## src/rtl/project1_task2_pkg.sv

```systemverilog
// Shared types, constants and golden-model helpers for the project1 task2 driver.
package project1_task2_pkg;

  typedef enum logic [1:0] {
    ST_IDLE = 2'd0,
    ST_SYNC = 2'd1,
    ST_RUN  = 2'd2,
    ST_DONE = 2'd3
  } state_e;

  // Feedback taps q[7]^q[5]^q[4]^q[3]
  localparam logic [7:0] LFSR_TAPS    = 8'hB8;
  localparam logic [7:0] DEFAULT_SEED = 8'hA5;

  // Evaluates the task2 combinational cone; returns {j, f}
  function automatic logic [1:0] task2_eval(input logic a, input logic b,
                                            input logic c, input logic d,
                                            input logic k);
    logic h;
    logic g;
    logic n;
    logic f;
    h = ~(a | b);
    g = b ^ c;
    n = ~(c & d);
    f = k ? g : h;
    return {n | f, f};
  endfunction

  function automatic logic f_expected(input logic a, input logic b,
                                      input logic c, input logic d,
                                      input logic k);
    logic [1:0] r;
    r = task2_eval(a, b, c, d, k);
    return r[0];
  endfunction

  function automatic logic j_next(input logic a, input logic b,
                                  input logic c, input logic d,
                                  input logic k);
    logic [1:0] r;
    r = task2_eval(a, b, c, d, k);
    return r[1];
  endfunction

endpackage

```

## src/rtl/lfsr8.sv

```systemverilog
// 8-bit Fibonacci LFSR, left shifting, with synchronous load and enable.
module lfsr8
  import project1_task2_pkg::*;
#(
  parameter logic [7:0]  SEED  = DEFAULT_SEED,
  parameter int unsigned OUT_W = 8
) (
  input  logic             clk,
  input  logic             rst_n,
  input  logic             i_load,
  input  logic             i_en,
  output logic [OUT_W-1:0] o_q
);

  // An all-zero seed would lock the register, so it is replaced by 1
  localparam logic [7:0] LOAD_VAL = (SEED == 8'h00) ? 8'h01 : SEED;

  logic [7:0] r_q;
  logic       w_fb;

  assign w_fb = ^(r_q & LFSR_TAPS);
  assign o_q  = r_q[OUT_W-1:0];

  // Shift register: load has priority over advance
  always_ff @(posedge clk or negedge rst_n) begin
    if (!rst_n) begin
      r_q <= LOAD_VAL;
    end else if (i_load) begin
      r_q <= LOAD_VAL;
    end else if (i_en) begin
      r_q <= {r_q[6:0], w_fb};
    end
  end

endmodule

```

## src/rtl/project1_task2_driver.sv

```systemverilog
// Stimulus driver and response checker for the task2 a/b/c/d -> f circuit.
// Optional macro PROJECT1_TASK2_DRIVER_MISMATCH_LOG_EN adds first-mismatch
// capture ports first_err_idx / first_err_vec.
module project1_task2_driver
  import project1_task2_pkg::*;
#(
  parameter int unsigned NUM_VECTORS = 64,
  parameter logic [7:0]  SEED        = DEFAULT_SEED,
  parameter int unsigned SYNC_CYCLES = 2,
  parameter int unsigned ERR_W       = 8
) (
  input  logic                               clk,
  input  logic                               rst_n,
  input  logic                               start,
  input  logic                               f_obs,
  output logic                               a,
  output logic                               b,
  output logic                               c,
  output logic                               d,
  output logic                               busy,
  output logic                               done,
  output logic                               pass,
  output logic [ERR_W-1:0]                   err_count,
  output logic [$clog2(NUM_VECTORS+1)-1:0]   vec_count
`ifdef PROJECT1_TASK2_DRIVER_MISMATCH_LOG_EN
  ,
  output logic [$clog2(NUM_VECTORS+1)-1:0]   first_err_idx,
  output logic [3:0]                         first_err_vec
`endif
);

  localparam int unsigned VC_W = $clog2(NUM_VECTORS + 1);
  localparam int unsigned SC_W = (SYNC_CYCLES > 1) ? $clog2(SYNC_CYCLES) : 1;

  state_e           r_state;
  state_e           w_state_nxt;
  logic [SC_W-1:0]  r_sync_cnt;
  logic             r_k;
  logic [3:0]       w_lfsr_nib;
  logic             w_sync_last;
  logic             w_run_last;
  logic             w_start_run;
  logic             w_lfsr_en;
  logic             w_cmp;
  logic             w_f_exp;
  logic             w_j;
  logic             w_mismatch;
  logic [ERR_W-1:0] w_err_inc;
  logic [ERR_W-1:0] w_err_nxt;

  lfsr8 #(
    .SEED  (SEED),
    .OUT_W (4)
  ) u_lfsr (
    .clk    (clk),
    .rst_n  (rst_n),
    .i_load (w_start_run),
    .i_en   (w_lfsr_en),
    .o_q    (w_lfsr_nib)
  );

  assign w_sync_last = (r_sync_cnt == SC_W'(SYNC_CYCLES - 1));
  assign w_run_last  = (vec_count == VC_W'(NUM_VECTORS - 1));
  assign w_f_exp     = f_expected(a, b, c, d, r_k);
  assign w_j         = j_next(a, b, c, d, r_k);
  assign w_mismatch  = w_cmp && (f_obs != w_f_exp);
  assign w_err_inc   = (&err_count) ? err_count : err_count + ERR_W'(1);
  assign w_err_nxt   = w_mismatch ? w_err_inc : err_count;

  // State register
  always_ff @(posedge clk or negedge rst_n) begin
    if (!rst_n) begin
      r_state <= ST_IDLE;
    end else begin
      r_state <= w_state_nxt;
    end
  end

  // Next-state logic; start is only honoured when not busy
  always_comb begin
    w_state_nxt = r_state;
    case (r_state)
      ST_IDLE, ST_DONE: if (start)       w_state_nxt = ST_SYNC;
      ST_SYNC:          if (w_sync_last) w_state_nxt = ST_RUN;
      ST_RUN:           if (w_run_last)  w_state_nxt = ST_DONE;
      default:                           w_state_nxt = ST_IDLE;
    endcase
  end

  // Per-state control strobes for the datapath and LFSR
  always_comb begin
    w_start_run = 1'b0;
    w_lfsr_en   = 1'b0;
    w_cmp       = 1'b0;
    case (r_state)
      ST_IDLE, ST_DONE: w_start_run = start;
      ST_SYNC:          w_lfsr_en   = w_sync_last;
      ST_RUN: begin
        w_cmp     = 1'b1;
        w_lfsr_en = ~w_run_last;
      end
      default: ;
    endcase
  end

  // Stimulus, golden-model k, counters and status flags
  always_ff @(posedge clk or negedge rst_n) begin
    if (!rst_n) begin
      {a, b, c, d} <= 4'b0000;
      busy         <= 1'b0;
      done         <= 1'b0;
      pass         <= 1'b0;
      err_count    <= '0;
      vec_count    <= '0;
      r_sync_cnt   <= '0;
      r_k          <= 1'b1;
    end else begin
      case (r_state)
        ST_IDLE, ST_DONE: begin
          if (w_start_run) begin
            {a, b, c, d} <= 4'b0000;
            busy         <= 1'b1;
            done         <= 1'b0;
            pass         <= 1'b0;
            err_count    <= '0;
            vec_count    <= '0;
            r_sync_cnt   <= '0;
            r_k          <= 1'b1;
          end
        end
        ST_SYNC: begin
          r_sync_cnt <= r_sync_cnt + SC_W'(1);
          r_k        <= 1'b1;
          if (w_sync_last) begin
            {a, b, c, d} <= w_lfsr_nib;
          end
        end
        ST_RUN: begin
          err_count <= w_err_nxt;
          vec_count <= vec_count + VC_W'(1);
          r_k       <= w_j;
          if (w_run_last) begin
            busy <= 1'b0;
            done <= 1'b1;
            pass <= (w_err_nxt == '0);
          end else begin
            {a, b, c, d} <= w_lfsr_nib;
          end
        end
        default: ;
      endcase
    end
  end

`ifdef PROJECT1_TASK2_DRIVER_MISMATCH_LOG_EN
  // Capture index and vector of the first mismatch; err_count==0 marks "none yet"
  always_ff @(posedge clk or negedge rst_n) begin
    if (!rst_n) begin
      first_err_idx <= '0;
      first_err_vec <= 4'b0000;
    end else if (w_start_run) begin
      first_err_idx <= '0;
      first_err_vec <= 4'b0000;
    end else if (w_mismatch && (err_count == '0)) begin
      first_err_idx <= vec_count;
      first_err_vec <= {a, b, c, d};
    end
  end
`endif

endmodule

```

## config.mk

```make
export PLATFORM = sky130hd
export DESIGN_NAME = project1_task2_driver
export DESIGN_NICKNAME = d
export VERILOG_FILES = /design/src/rtl/project1_task2_pkg.sv /design/src/rtl/lfsr8.sv /design/src/rtl/project1_task2_driver.sv
export SDC_FILE = /design/constraint.sdc
export NUM_CORES = 1
export LEC_CHECK = 0
export CAP_MARGIN = 0
export CORE_ASPECT_RATIO = 1.1
export CORE_MARGIN = 5
export CORE_UTILIZATION = 54
export DETAILED_ROUTE_END_ITERATION = 10
export PLACE_DENSITY = 0.79
export SLEW_MARGIN = 0
export SYNTH_ARGS = -nofsm -noshare
export SYNTH_HDL_FRONTEND = slang
export SYNTH_HIERARCHICAL = 1
export SYNTH_SLANG_ARGS = --single-unit
```

## constraint.sdc

```tcl
create_clock -name clk -period 2.3 [get_ports clk]
set_input_delay 0.345 -clock clk [delete_from_list [all_inputs] [get_ports clk]]
set_output_delay 0.345 -clock clk [all_outputs]
set_load 0.01 [all_outputs]
```

# After elaboration in Yosys (flattened, before gate mapping)
# Index checks and enable logic that the tools add are counted.
[word_totals]
ramBits = 0
latch_bits = 0
regBits = 34
mem_bits_ro = 0
out_inout_bits = 22
mem_count = 0
[op_classes]
muxes = 38
shift = 0
n_div = 0
addsub = 3
bitwise_logic = 7
n_lt_le_gt_ge = 0
n_mul = 0
eq_ne = 10
reduce_logical = 14
[ops]
columns = ["cell", "n"]
rows = [
  ["$mux 8", 5],
  ["$mux 1", 16],
  ["$pmux 8 s2", 1],
  ["$pmux 1 s3", 5],
  ["$pmux 7 s2", 1],
  ["$pmux 1 s2", 5],
  ["$reduce_and 3->1", 3],
  ["$add 8x1->8 const B", 1],
  ["$logic_not 8->1", 1],
  ["$ne 2x2->1 const B", 4],
  ["$reduce_and 8->1", 1],
  ["$reduce_xor 8->1", 1],
  ["$add 7x1->7 const B", 1],
  ["$eq 7x6->1 const B", 1],
  ["$mux 7", 1],
  ["$mux 2", 3],
  ["$pmux 2 s3", 1],
  ["$reduce_bool 2->1", 3],
  ["$eq 2x2->1 const B", 2],
  ["$reduce_and 2->1", 2],
  ["$not 1->1", 3],
  ["$eq 2x1->1 const B", 1],
  ["$logic_not 2->1", 1],
  ["$ne 2x1->1 const B", 1],
  ["7 further kinds", 8],
]

# Logic depth before layout (Yosys ltp)
[depth]
depth_word = 9
ltp_mapped = 10
mapped_depth_nobuf = 8

# Modules after synthesis
# Netlist, hierarchy kept.
[modules_own_cells]
columns = ["mod", "instances", "cells_each", "seq_area_each_um2", "area_each_um2"]
rows = [
  ["project1_task2_driver", 1, 178, 651.9, 1566.5],
  ["lfsr8", 1, 33, 205.2, 377.9],
]

# Worst setup path after synthesis
# No wires, ideal clock.
[synth_timing]
path_kind = "flip-flop to flip-flop"
from = "reg r_state[0]"
to = "reg pass"
setup_slack_ps = 246
n_path_buf = 1
stages_incl_launch_ff = 10
required_ps = 2226
arrival_ps = 1980
setup_ps = 74
cell_sequence = "dfrtp_1 > inv_1 > ha_1 > inv_1 > or4_4 > nand3_1 > buf_2 > nand4_1 > a221o_1 > o21ai_2"
[synth_between]
elab_chain_cells = 7
elab_cells_between_ends = 15
[synth_lines]
columns = ["element", "line", "source"]
rows = [
  ["from (decl)", "project1_task2_driver.sv:35", "state_e r_state;"],
  ["from (signal assigned)", "project1_task2_driver.sv:75", "r_state <= w_state_nxt;"],
  ["$eq 2x2->1", "project1_task2_driver.sv:95", "case (r_state)"],
  ["$mux 1", "project1_task2_driver.sv:95", ""],
  ["via w_cmp", "project1_task2_driver.sv:44", "logic w_cmp;"],
  ["$logic_and 1x1->1", "project1_task2_driver.sv:66", "assign w_mismatch = w_cmp && (f_obs != w_f_exp);"],
  ["$mux 8", "project1_task2_driver.sv:68", "assign w_err_nxt = w_mismatch ? w_err_inc : err_count;"],
  ["$logic_not 8->1", "project1_task2_driver.sv:145", "pass <= (w_err_nxt == '0);"],
  ["$mux 1", "project1_task2_driver.sv:142", "if (w_run_last) begin"],
  ["$pmux 1 s2", "project1_task2_driver.sv:118", "case (r_state)"],
  ["to (signal assigned)", "project1_task2_driver.sv:145", ""],
  ["to (decl)", "project1_task2_driver.sv:22", "output logic pass,"],
]
# The timed path passes the listed nets, and every way through them passes these cells. The select of a mux whose other input is x is not followed.
# A chain may end at the register's enable or synchronous reset.

# Final worst setup path
# Ends and elaborated chain as after synthesis.

==> parameters.txt <==
Parameter                              Value

CTS
  CTS tree    built
  Number of buffers inserted by hold repair at cts    0
  Clock tree buffer depth    2
  Setup repair bufs after CTS    0
  Reg clk slew, reported paths    0.10 ns
  Number of CTS-inserted buffers    5
  CTS Root Buffer Type    sky130_fd_sc_hd__clkbuf_4
  Post-cts resize count    0
  Worst skew pair latency    0.35 ns
  # H-tree levels    2
  # clock sinks    34

Detailed routing
  Final routed wirelength across all metal layers    4.080 mm
  Number of detailed-routing iterations run before antenna repair    5
  Max layer used    met4
  Vias after detailed routing    1645
  Metal2 WL    2.058 mm
  Residual DRC count    0
  Routed vias/inst    5.692
  Detailed-route wire length per cell    14.12 um
  Post-Route M1 WL    1.753 mm
  Antenna violation net count after detailed routing    0
  Drt first-iter violations    141
  Routed length on met3    188 um

Synth
  Number of register bits inferred by synthesis    34
  Top cells by area in the synthesized netlist    sky130_fd_sc_hd__dfrtp_1 (37%), sky130_fd_sc_hd__dfstp_2 (6.8%), sky130_fd_sc_hd__nand2_1 (4.2%)
  Mapped Avg Cell Area    9.215 sq um
  Post-synthesis async set-or-reset flop share    100.0%
  Most frequently used flop master after synthesis    sky130_fd_sc_hd__dfrtp_1
  EDFF count, synth    0
  Sequential-to-total area share from yosys stat    44.08%
  Distinct cells, synth    44
  Most numerous cell in the Yosys netlist    sky130_fd_sc_hd__dfrtp_1
  Gate count of the mapped netlist    211
  Warnings, synthesis    6
  Post-synthesis cell type with the largest combined area    sky130_fd_sc_hd__dfrtp_1
  Area share of the largest cell type after synthesis    37.32%
  Syn_nets    220
  Area of the mapped netlist    0.001944 sq mm
  Commonest cells in the synthesized netlist    sky130_fd_sc_hd__dfrtp_1 (29), sky130_fd_sc_hd__nand2_1 (22), sky130_fd_sc_hd__o21ai_0 (15)

STA
  Setup skew after layout    0.007592 ns
  Measured slew at the worst slew-check pin    0.5564 ns
  Number of pins with negative max-slew slack in the final report    0
  Final critical path time including I/O delays and setup    2.141 ns
  Period utilization    93.07%
  Number of hold violations in the final report    0
  Worst max-slew margin expressed relative to the limit    62.91%
  Setup repair after global routing missed its margin    no
  Highest clock frequency the design can meet    467.1 MHz
  Setup-violating endpoint count in the final report    0

Setup path
  Most prevalent standard cell on the critical path    sky130_fd_sc_hd__inv_1
  Library cell contributing the largest single delay on the critical path    sky130_fd_sc_hd__or4_4
  CP Cell Sequence    inv_1 > ha_2 > inv_1 > or4_4 > a31oi_1 > xor2_1 > a221o_1 > o21ai_2
  Slowest stage delay, CP    0.56 ns
  Required time of the critical path    2.59 ns
  Kind of end point of the critical path    flop
  Maximum fanout along the worst path    4
  Kind of critical path    reg2reg
  Arrival @ worst endpoint    2.43 ns
  Element type at the critical path start    flop

Pwr
  Clock network fraction of design power    26.4%
  Switching portion of total power    30.73%
  Power density normalized to cell area    583.7 mW/mm^2
  Internal power of the cells    944.4 uW
  Reg power frac    53.4%
  PnR Total Power    1363 uW
  Peak VDD IR    0.2761 mV
  Logic pwr share    20.2%
  Leakage Power    0.001089 uW
  Net switching power    419.0 uW

Global route
  Largest net degree at the start of global routing    35
  First-pass GRT wire length    7.314 mm
  Number of antenna violations at the first check in global routing    0
  Number of global-route vias before repair    1659
  Gr usage total    19.37%
  Gr ovfl total    0

Final layout
  Final nets    249
  Final design instance area without fill    0.002336 sq mm
  Total inserted antenna cells    0
  Area growth syn-to-layout    20.14%
  Fraction of layout instances using a drive strength above 1    15.77%

Place
  Placed cell area    0.002261 sq mm
  Placed wire-length estimate    3.060 mm
  Total of buffers placed on input and output ports    25
  Final RePlAce weighted congestion    0.8682

Hold path
  Worst min path class    in2async

Floorplan
  Vert. Die Dim    72.94 um
  Effective utilization at floorplan    56.96%
  Die outline area    0.004902 sq mm
  Width of the die    67.22 um
  Number of placement rows    22
  Number of I/O pins    26
  Core footprint    0.003413 sq mm

Job
  Number of maximum-capacitance constraint violations    0

Outcome
  Outcome    completed
stage by stage:
stage / setup WS, ns / hold slack (ns) / util, % / setup TNS, ns / cells
detailed placement: -0.01590 / 0.4845 / 66.24 / -0.01590 / 281
floorplan: 0.2462 / 0.04941 / - / 0 / 211
global placement: 0.04306 / 0.4596 / 66.24 / 0 / 281
CTS: 0.06740 / 0.4246 / 68.11 / 0 / 289
finish: 0.1593 / 0.3942 / 68.44 / 0 / 289
global route: 0.008581 / 0.4302 / 68.44 / 0 / 289
cell usage in the layout, fill, tap and decap left out, types with 2 or more instances in the layout:
cell and count:
sky130_fd_sc_hd__nand3_1 6, sky130_fd_sc_hd__nor2_1 14, sky130_fd_sc_hd__nand2_1 22, sky130_fd_sc_hd__inv_1 12, sky130_fd_sc_hd__mux2_2 2, sky130_fd_sc_hd__nand2_2 2
sky130_fd_sc_hd__buf_4 10, sky130_fd_sc_hd__nand3b_1 6, sky130_fd_sc_hd__nand2b_1 4, sky130_fd_sc_hd__ha_1 4, sky130_fd_sc_hd__nand4_1 3, sky130_fd_sc_hd__and3_1 2
sky130_fd_sc_hd__a41o_1 2, sky130_fd_sc_hd__a21oi_1 13, sky130_fd_sc_hd__a22o_1 3, sky130_fd_sc_hd__o21ai_2 2, sky130_fd_sc_hd__dfrtp_1 29, sky130_fd_sc_hd__a31oi_1 11
sky130_fd_sc_hd__xnor2_1 4, sky130_fd_sc_hd__xor2_1 5, sky130_fd_sc_hd__clkdlybuf4s50_1 25, sky130_fd_sc_hd__clkbuf_4 5, sky130_fd_sc_hd__dfstp_2 5, sky130_fd_sc_hd__mux2i_1 7
sky130_fd_sc_hd__o21ai_0 15, sky130_fd_sc_hd__nand4b_1 2, sky130_fd_sc_hd__nor3_1 3
cells by family (layout without fill, tap and decap cells):
logic type / after synthesis / in the layout / synth area share [%]
and+or+nand+nor: 75 / 75 / 20.79
AOI/OAI and AO/OA: 54 / 54 / 17.25
DFF: 34 / 34 / 44.08
buffers and inverters: 25 / 55 / 5.856
xor gates and xnor gates: 9 / 9 / 4.054
muxes: 9 / 9 / 4.762
adders and majority gates: 5 / 5 / 3.218
power by group through the flow:
stage               logic [uW]  clock network [uW]  registers [uW]
floorplan                  159                   0             720
global placement           276                   0             738
detailed placement         278                   0             739
CTS                        279                 361             727
global route               308                 396             742
finish                     276                 360             728
routing by layer:
| layer | vias to the layer above | global-route usage, % |
|---|---|---|
| li1 | 801 | - |
| met1 | 797 | 23.49 |
| met2 | 39 | 32.64 |
| met3 | 8 | 4.006 |
| met4 | 0 | 8.784 |
| met5 | - | 0 |
critical path, delay by kind of cell (launching register included):
family | cells | cell delay [ns]
fa+ha+maj | 1 | 0.20
simple gates | 1 | 0.56
xor+xnor | 1 | 0.10
flops | 1 | 0.43
buf+inv | 2 | 0.16
compound gates | 3 | 0.63
state kept, by name, indices dropped and copies added, names as in the netlist:
name and flops:
r_k 1, busy 1, d 1, a 1, done 1, vec_count 7
r_state 2, u_lfsr/r_q 8, err_count 8, b 1, c 1, pass 1
r_sync_cnt 1
cell type report:
class / instances / area (sq um)
Fill cell: 297 / 1077
Timing Repair Buffer: 35 / 325.3
Inverter: 12 / 45.04
Clock inverter: 2 / 12.51
Clock buffer: 6 / 51.30
Tap cell: 48 / 60.06
Sequential cell: 34 / 857.1
Multi-Input combinational cell: 152 / 984.7
worst paths after layout:
path | start | end | slack (ns) | cells after the start
worst max-delay path | r_state[0]$_DFFE_PN0P_ | pass$_DFFE_PN0P_ | 0.16 | 8
worst min-delay path | rst_n | vec_count[4]$_DFFE_PN0P_ | 0.39 | 2
worst max register to register | r_state[0]$_DFFE_PN0P_ | pass$_DFFE_PN0P_ | 0.16 | 8
worst min register to register | pass$_DFFE_PN0P_ | pass$_DFFE_PN0P_ | 0.50 | 2
max in group asynchronous | rst_n | u_lfsr/r_q[0]$_DFFE_PN1P_ | 1.58 | 2
min in group clk | pass$_DFFE_PN0P_ | pass$_DFFE_PN0P_ | 0.50 | 2
No activity file was read; power rests on OpenSTA's default activity.
